**src/rtl/tmds_encoder_pipe.sv**
```systemverilog
// NUM_CH-lane TMDS encoder: input register, q_m stage, disparity/symbol stage.
// Define TMDS_TERC4_EN to add island_in/terc_in and TERC4 data-island symbols.
module tmds_lane (
    input  logic       clk_in,
    input  logic       rst_in,
    input  logic       ce_in,
    input  logic       de_in,
    input  logic [7:0] data_in,
    input  logic [1:0] ctrl_in,
`ifdef TMDS_TERC4_EN
    input  logic       island_in,
    input  logic [3:0] terc_in,
`endif
    output logic [9:0] tmds_out
);
    localparam logic [9:0] TOK_00 = 10'b1101010100;

    function automatic logic [9:0] ctrl_tok(input logic [1:0] c);
        case (c)
            2'b00:   ctrl_tok = TOK_00;
            2'b01:   ctrl_tok = 10'b0010101011;
            2'b10:   ctrl_tok = 10'b0101010100;
            default: ctrl_tok = 10'b1010101011;
        endcase
    endfunction

`ifdef TMDS_TERC4_EN
    function automatic logic [9:0] terc4(input logic [3:0] t);
        case (t)
            4'h0: terc4 = 10'b1010011100;
            4'h1: terc4 = 10'b1001100011;
            4'h2: terc4 = 10'b1011100100;
            4'h3: terc4 = 10'b1011100010;
            4'h4: terc4 = 10'b0101110001;
            4'h5: terc4 = 10'b0100011110;
            4'h6: terc4 = 10'b0110001110;
            4'h7: terc4 = 10'b0100111100;
            4'h8: terc4 = 10'b1011001100;
            4'h9: terc4 = 10'b0100111001;
            4'hA: terc4 = 10'b0110011100;
            4'hB: terc4 = 10'b1011000110;
            4'hC: terc4 = 10'b1010001110;
            4'hD: terc4 = 10'b1001110001;
            4'hE: terc4 = 10'b0101100011;
            default: terc4 = 10'b1011000011;
        endcase
    endfunction

    logic       r_island, r_s1_island;
    logic [3:0] r_terc, r_s1_terc;
`endif

    logic              r_de, r_s1_de;
    logic [7:0]        r_data;
    logic [1:0]        r_ctrl, r_s1_ctrl;
    logic [8:0]        r_qm;
    logic signed [4:0] r_cnt;
    logic [9:0]        r_tmds;

    // Stage 1: transition minimisation on the registered byte
    logic [3:0] w_n1d;
    logic       w_xnor;
    logic [8:0] w_qm;

    always_comb begin
        w_n1d = 4'd0;
        for (int i = 0; i < 8; i++) w_n1d = w_n1d + {3'd0, r_data[i]};
        w_xnor = (w_n1d > 4'd4) || (w_n1d == 4'd4 && !r_data[0]);
        w_qm = '0;
        w_qm[0] = r_data[0];
        for (int i = 1; i < 8; i++)
            w_qm[i] = w_xnor ? ~(w_qm[i-1] ^ r_data[i]) : (w_qm[i-1] ^ r_data[i]);
        w_qm[8] = ~w_xnor;
    end

    // Stage 2: w_diff is n1-n0 of q_m[7:0], always within [-8,+8]
    logic [3:0]        w_n1;
    logic signed [4:0] w_n1s, w_n0s, w_diff, w_cnt_nxt;
    logic [9:0]        w_sym;
    logic              w_q8;

    always_comb begin
        w_n1 = 4'd0;
        for (int i = 0; i < 8; i++) w_n1 = w_n1 + {3'd0, r_qm[i]};
        w_n1s     = signed'({1'b0, w_n1});
        w_n0s     = 5'sd8 - w_n1s;
        w_diff    = w_n1s - w_n0s;
        w_q8      = r_qm[8];
        w_sym     = TOK_00;
        w_cnt_nxt = r_cnt;
        if (r_s1_de) begin
            if (r_cnt == 5'sd0 || w_diff == 5'sd0) begin
                w_sym     = {~w_q8, w_q8, w_q8 ? r_qm[7:0] : ~r_qm[7:0]};
                w_cnt_nxt = w_q8 ? (r_cnt + w_diff) : (r_cnt - w_diff);
            end else if ((r_cnt > 5'sd0 && w_diff > 5'sd0) ||
                         (r_cnt < 5'sd0 && w_diff < 5'sd0)) begin
                w_sym     = {1'b1, w_q8, ~r_qm[7:0]};
                w_cnt_nxt = r_cnt + (w_q8 ? 5'sd2 : 5'sd0) - w_diff;
            end else begin
                w_sym     = {1'b0, w_q8, r_qm[7:0]};
                w_cnt_nxt = r_cnt - (w_q8 ? 5'sd0 : 5'sd2) + w_diff;
            end
        end else begin
            w_cnt_nxt = 5'sd0;
            w_sym     = ctrl_tok(r_s1_ctrl);
`ifdef TMDS_TERC4_EN
            if (r_s1_island) w_sym = terc4(r_s1_terc);
`endif
        end
    end

    always_ff @(posedge clk_in) begin
        if (rst_in) begin
            r_de      <= 1'b0;
            r_data    <= '0;
            r_ctrl    <= '0;
            r_s1_de   <= 1'b0;
            r_s1_ctrl <= '0;
            r_qm      <= '0;
            r_cnt     <= '0;
            r_tmds    <= TOK_00;
`ifdef TMDS_TERC4_EN
            r_island    <= 1'b0;
            r_terc      <= '0;
            r_s1_island <= 1'b0;
            r_s1_terc   <= '0;
`endif
        end else if (ce_in) begin
            r_de      <= de_in;
            r_data    <= data_in;
            r_ctrl    <= ctrl_in;
            r_s1_de   <= r_de;
            r_s1_ctrl <= r_ctrl;
            r_qm      <= w_qm;
            r_cnt     <= w_cnt_nxt;
            r_tmds    <= w_sym;
`ifdef TMDS_TERC4_EN
            r_island    <= island_in;
            r_terc      <= terc_in;
            r_s1_island <= r_island;
            r_s1_terc   <= r_terc;
`endif
        end
    end

    assign tmds_out = r_tmds;

    a_cnt_range: assert property (@(posedge clk_in) disable iff (rst_in)
        (r_cnt >= -5'sd10) && (r_cnt <= 5'sd10));
endmodule

module tmds_encoder_pipe #(
    parameter int NUM_CH = 3
) (
    input  logic                  clk_in,
    input  logic                  rst_in,
    input  logic                  ce_in,
    input  logic                  de_in,
    input  logic [8*NUM_CH-1:0]   data_in,
    input  logic [2*NUM_CH-1:0]   ctrl_in,
`ifdef TMDS_TERC4_EN
    input  logic                  island_in,
    input  logic [4*NUM_CH-1:0]   terc_in,
`endif
    output logic [10*NUM_CH-1:0]  tmds_out
);
    for (genvar c = 0; c < NUM_CH; c++) begin : g_lane
        tmds_lane u_lane (
            .clk_in   (clk_in),
            .rst_in   (rst_in),
            .ce_in    (ce_in),
            .de_in    (de_in),
            .data_in  (data_in[c*8 +: 8]),
            .ctrl_in  (ctrl_in[c*2 +: 2]),
`ifdef TMDS_TERC4_EN
            .island_in(island_in),
            .terc_in  (terc_in[c*4 +: 4]),
`endif
            .tmds_out (tmds_out[c*10 +: 10])
        );
    end
endmodule
```
**config.mk**
```make
export PLATFORM = sky130hd
export DESIGN_NAME = tmds_encoder_pipe
export DESIGN_NICKNAME = d
export VERILOG_FILES = /design/src/rtl/tmds_encoder_pipe.sv
export SDC_FILE = /design/constraint.sdc
export NUM_CORES = 1
export LEC_CHECK = 0
export ABC_CLOCK_PERIOD_IN_PS = 10600
export BUFFER_PORTS_ARGS = -buffer_cell sky130_fd_sc_hd__buf_4
export CORE_ASPECT_RATIO = 1.4
export CORE_MARGIN = 1
export CORE_UTILIZATION = 60
export DETAILED_ROUTE_END_ITERATION = 10
export GPL_ROUTABILITY_DRIVEN = 0
export PLACE_DENSITY = 0.79
export SKIP_LAST_GASP = 1
export SLEW_MARGIN = 15
export SYNTH_ARGS = -nofsm -noshare
export SYNTH_HDL_FRONTEND = slang
export SYNTH_HIERARCHICAL = 1
export SYNTH_SLANG_ARGS = --single-unit
```
**constraint.sdc**
```tcl
create_clock -name clk_in -period 10.6 [get_ports clk_in]
set_clock_uncertainty 0.2 [all_clocks]
set_input_delay 0.53 -clock clk_in [delete_from_list [all_inputs] [get_ports clk_in]]
set_output_delay 0.53 -clock clk_in [all_outputs]
set_load 0.02 [all_outputs]
```
* Word-level counts from Yosys, hierarchy flattened
Cells that the tools add are included.
** Word-level totals
- Bits in registers :: 110
- Bits in latches :: 0
- RAM bits :: 0
- Bits in read-only memories :: 0
- Output and inout port bits :: 30
- Memories :: 0
** Cells by class
- $add $sub $neg :: 66
- Multipliers :: 0
- Divide/modulo/power cells :: 0
- $lt $le $gt $ge :: 15
- Equality and inequality tests :: 9
- Shifts and indexed selects :: 0
- Mux-type cells :: 54
- Bitwise gates (word level) :: 51
- Reduce and logical (&&, ||, !) cells :: 30
** Operators with widths (count)
- adder 4 x 1 -> 4 bit :: 36
- two-way mux 10 bit :: 9
- case mux 10 bit (3 select lines) :: 3
- two-way mux 5 bit :: 12
- subtractor 5 bit :: 12
- adder 5 bit :: 9
- greater-than comparator 5 x 1 -> 1 bit (second input constant) :: 6
- zero test 5 bit :: 6
- < comparator 5 x 1 -> 1 bit (second input constant) :: 6
- inverter 1 bit :: 27
- two-way mux 8 bit :: 3
- inverter 8 bit :: 3
- two-way mux 1 bit :: 21
- bitwise XOR 1 bit :: 21
- subtractor 4 x 4 -> 5 bit (first input constant) :: 3
- adder 1 x 1 -> 2 bit :: 6
- equality test 4 x 3 -> 1 bit (second input constant) :: 3
- greater-than comparator 4 x 3 -> 1 bit (second input constant) :: 3
- two-way mux 2 bit :: 6
- logical AND 1 bit :: 9
- logical OR 1 bit :: 9
- equality test 2 x 1 -> 1 bit (second input constant) :: 3
- equality test 2 bit (second input constant) :: 3
- zero test 2 bit :: 3
- zero test 1 bit :: 3

* Depth between registers and ports, before layout
- Depth after elaboration :: 29
- Mapped depth :: 18
- Gate-level depth less buffers :: 18

* By module
Netlist, hierarchy kept.
** Modules (own cells, without submodules)
- tmds_lane (g_lane[1].u_lane ...) :: instances 2, cells each 286, area each 2623.8 um2, sequential area each 740.7 um2
- tmds_lane (g_lane[0].u_lane) :: instances 1, cells each 288, area each 2633.8 um2, sequential area each 740.7 um2

* Worst setup path after synthesis
Ideal clock, no wire load.
- Path kind :: register to register
- Start :: register g_lane[1].u_lane.r_qm[0]
- End :: register g_lane[1].u_lane.r_cnt[4]
- Library setup time :: 0.133 ns
- Data arrival time :: 4.369 ns
- Slack :: 5.899 ns
- Stages on the path, launching flop included :: 19
- Buffers on the path :: 0
- Clock period less this slack :: 4.701 ns
- Cells stage by stage :: dfxtp_1 fa_1 inv_1 fa_1 fa_1 inv_1 ha_1 inv_1 fa_1 xnor2_1 ha_1 inv_1 ha_1 and3b_1 or3_1 a21oi_1 o21ai_0 a32oi_1 a21oi_1
** On the way
- Longest elaborated chain between the ends :: 15
- Elaborated cells on any way between the ends :: 24
** Ends and longest elaborated chain
- start: declaration :: line 56 : logic [8:0] r_qm;
- start signal: assignment :: line 134 : r_qm <= w_qm;
- adder 1 x 1 -> 2 bit (*) :: line 84 : for (int i = 0; i < 8; i++) w_n1 = w_n1 + {3'd0, r_qm[i]};
- adder 4 x 1 -> 4 bit (*) (6 in a row) :: line 84
- subtractor 4 x 4 -> 5 bit :: line 86 : w_n0s = 5'sd8 - w_n1s;
- subtractor 5 bit (*) :: line 87 : w_diff = w_n1s - w_n0s;
- greater-than comparator 5 x 1 -> 1 bit / < comparator 5 x 1 -> 1 bit (equally long branches) :: line 95, 96
- logical AND 1 bit (on tied branches) :: line 95, 96
- logical OR 1 bit :: line 95 : end else if ((r_cnt > 5'sd0 && w_diff > 5'sd0) ||
- two-way mux 5 bit :: line 95
- two-way mux 5 bit (*) :: line 92 : if (r_cnt == 5'sd0 || w_diff == 5'sd0) begin
- two-way mux 5 bit (*) :: line 91 : if (r_s1_de) begin
- end signal: assignment :: line 135 : r_cnt <= w_cnt_nxt;
- end: declaration :: line 57 : logic signed [4:0] r_cnt;
Mark *: on every way between the ends. The rest lies on a longest branch, timed or not.
A chain may end at the register's enable or synchronous reset.

* Worst setup path in the final report
- Start :: register g_lane[0].u_lane.r_qm[0]
- End :: register g_lane[0].u_lane.r_cnt[4]
** On the way
- Longest elaborated chain between the ends :: 15
- Elaborated cells on any way between the ends :: 24
** Ends and longest elaborated chain (line)
- start: declaration :: 56
- start signal: assignment :: 134
- adder 1 x 1 -> 2 bit (*) :: 84
- adder 4 x 1 -> 4 bit (*) (6 in a row) :: 84
- subtractor 4 x 4 -> 5 bit :: 86
- subtractor 5 bit (*) :: 87
- greater-than comparator 5 x 1 -> 1 bit / < comparator 5 x 1 -> 1 bit (equally long branches) :: 95, 96
- logical AND 1 bit (on tied branches) :: 95, 96
- logical OR 1 bit :: 95
- two-way mux 5 bit :: 95
- two-way mux 5 bit (*) :: 92
- two-way mux 5 bit (*) :: 91
- end signal: assignment :: 135
- end: declaration :: 57
Marked as above.

==> impl_metrics.json <==
{
  "outcome": "finished clean",
  "ios": 64,
  "ys_seq_area_frac": 0.282,
  "post_drt_via_cell_ratio": 5.37,
  "dp.cells": 1048,
  "power.density_nw_per_um2": 189,
  "cts_setup_buffers": 0,
  "hold_viol_final": 0,
  "dr_wl_met3_um": 396,
  "synth-seq-cells": 111,
  "grt_pass1_wl_um": 25300,
  "coreArea_um2": 12800,
  "slew_headroom": 0.296,
  "path_class": "register to register",
  "wirelength_um": 15400,
  "wl_met2_um": 8210,
  "critPathLaunchType": "register",
  "yosysTopAreaCellShare": 0.282,
  "first_pass_iters": 4,
  "met1Wirelength_um": 6450,
  "h-tree-depth": 3,
  "crit_chain": "fa_1, inv_1, fa_1, fa_1, inv_1, ha_1, inv_1, fa_1, xnor2_1, ha_1, inv_1, ha_1, a21oi_1, a21oi_1, or3_1, a21o_1, a32oi_1, a21oi_1",
  "io_buffers": 63,
  "min_path_type": "input pin to register",
  "vias": 5717,
  "diodes": 0,
  "slowest_delay_ns": 0.57,
  "cts_max_path_buffers": 2,
  "final_cells": 1064,
  "tritoncts": "built",
  "drive_gt1_frac": 0.110,
  "postSynthCellCount": 860,
  "dp_hpwl_um": 11500,
  "p_leak_nw": 4.24,
  "grt_max_degree": 103,
  "ant_nets": 0,
  "synth_top_cell_by_area": "dfxtp_1",
  "nets": 1057,
  "drt-initial-drc-count": 152,
  "cts_resized": 0,
  "min_period_ns": 5.07,
  "setup_tns_ns": 0,
  "min_period_over_period": 0.478,
  "ctsHoldBuffers": 0,
  "critical_path_required_ns": 10.59,
  "antenna_found_initial": 0,
  "overflow": 0,
  "root_buffer": "clkbuf_16",
  "cp-startpoint": "g_lane[0].u_lane/r_qm[0]$_SDFFE_PP0P_",
  "critical_path_peak_fanout": 4,
  "yosysMostFrequentCell": "inv_1",
  "fin_util": 0.685,
  "synth_ff_type": "dfxtp_1",
  "top_layer": "met4",
  "grt_use_total": 0.235,
  "synthesis.area_um2": 7880,
  "drc": 0,
  "rsz0062_at_grt": "no",
  "area_delta_synth_final_pct": 11.3,
  "slew_viol_final": 0,
  "crit_slowest_cell": "fa_1",
  "cp-end-kind": "register",
  "wl_per_cell_um": 14.4,
  "total_power_mw": 1.66,
  "clock_latency_ns": 0.35,
  "cts_made_buffers": 9,
  "syn_area_per_cell_um2": 9.16,
  "yosysUniqueCellTypes": 44,
  "clock-sinks": 111,
  "num_rows": 49,
  "min_from": "data_in[17]",
  "yosysWarnings": 6,
  "synth_nets": 1011,
  "initial_core_util": 0.615,
  "setup_viol": 0,
  "synth.top_cells.by_area": "dfxtp_1, ha_1, fa_1",
  "regToRegStartpoint": "g_lane[0].u_lane/r_qm[0]$_SDFFE_PP0P_",
  "dieHeight_um": 138,
  "arrival_ns": 5.06,
  "fmax_ghz": 0.197,
  "grt_pass1_vias": 5484,
  "irDropWorstVdd_v": 0.000117,
  "synth_edf_count": 0,
  "synthArstFlopShare": 0,
  "synth_common_cells": "inv_1, dfxtp_1, nor2_1",
  "die_area_um2": 13600,
  "clk_pin_slew_ns": 0.08,
  "worst_pin_slew_ns": 1.06,
  "cap_violations": 0,
  "die_x_um": 98.9
}
-- path summary, 6_finish.rpt --
path / endpoint / slack [ns] / cells past startpoint
min reg2reg: g_lane[1].u_lane/tmds_out[7]$_SDFFE_PP0P_ / 0.28 / 2
max: g_lane[0].u_lane/r_cnt[4]$_SDFFE_PP0P_ / 5.53 / 18
min: g_lane[2].u_lane/r_data[1]$_SDFFE_PP0P_ / 0.21 / 3
max reg2reg: g_lane[0].u_lane/r_cnt[4]$_SDFFE_PP0P_ / 5.53 / 18
-- power breakdown --
group | total (mW) | internal (mW) | switching [mW]
clock network | 0.372 | 0.211 | 0.161
logic | 0.813 | 0.366 | 0.447
registers | 0.474 | 0.447 | 0.0272
total | 1.66 | 1.02 | 0.634
-- logic make-up after synthesis --
family	Yosys count	share of synthesized area
fa+ha+maj	117	0.223
buf+inv	169	0.0813
simple gates	195	0.116
flops	111	0.282
compound gates	117	0.103
xor+xnor	84	0.104
mux	67	0.0908
-- cells in the final DEF (no fill, tap or decap), types with 5 or more instances in the layout --
cell type	instances
o221ai_1	12
xnor3_1	6
nor2b_1	7
and3_1	6
nor3_1	15
a21oi_1	47
mux2i_1	58
ha_1	78
nand3_1	10
mux2_2	6
o21ai_0	11
a21o_1	7
buf_4	65
dfxtp_1	111
nand2b_1	9
xor2_1	30
nand2_1	12
o22ai_1	6
clkbuf_16	9
inv_1	138
xnor2_1	48
nor2_1	110
or3_1	5
nor3b_1	8
fa_1	39
a211oi_1	12
-- flip-flops by register name (all words and copies together) (netlist names) --
name	cells
g_lane.u_lane/tmds_out	30
g_lane.u_lane/r_qm	27
g_lane.u_lane/r_de	3
g_lane.u_lane/r_cnt	12
g_lane.u_lane/r_data	24
g_lane.u_lane/r_ctrl	6
g_lane.u_lane/r_s1_ctrl	6
g_lane.u_lane/r_s1_de	3
-- critical path, delay by kind of cell (launching register included) --
| kind | cells | cell delay (ns) |
|---|---|---|
| adder cells (fa/ha/maj) | 7 | 2.64 |
| AO/OA/AOI/OAI | 5 | 0.71 |
| XOR/XNOR | 1 | 0.38 |
| AND/OR/NAND/NOR | 1 | 0.37 |
| flip-flops | 1 | 0.35 |
| buffers and inverters | 4 | 0.26 |
-- cell type report --
cell class / count / area (um2)
Clock buffer: 9 / 225
Clock inverter: 7 / 105
Fill cell: 1046 / 4040
Inverter: 139 / 522
Multi-Input combinational cell: 580 / 5020
Sequential cell: 111 / 2220
Tap cell: 153 / 191
Timing Repair Buffer: 65 / 488
-- per-layer routing --
layer | global-route usage | vias to the layer above
li1 | - | 2895
met1 | 0.266 | 2717
met2 | 0.448 | 82
met3 | 0.0360 | 23
met4 | 0.0796 | 0
met5 | 0 | -
-- stage by stage --
stage / cell area, um2 / hold slack, ns / setup WS (ns)
finish: 8770 / 0.209 / 5.53
global route: 8770 / 0.202 / 5.26
detailed placement: 8440 / 0.269 / 5.55
global placement: 8440 / 0.265 / 5.67
floorplan: 7880 / 0.260 / 5.90
CTS: 8770 / 0.200 / 5.56
(Power assumes the default switching activity.)
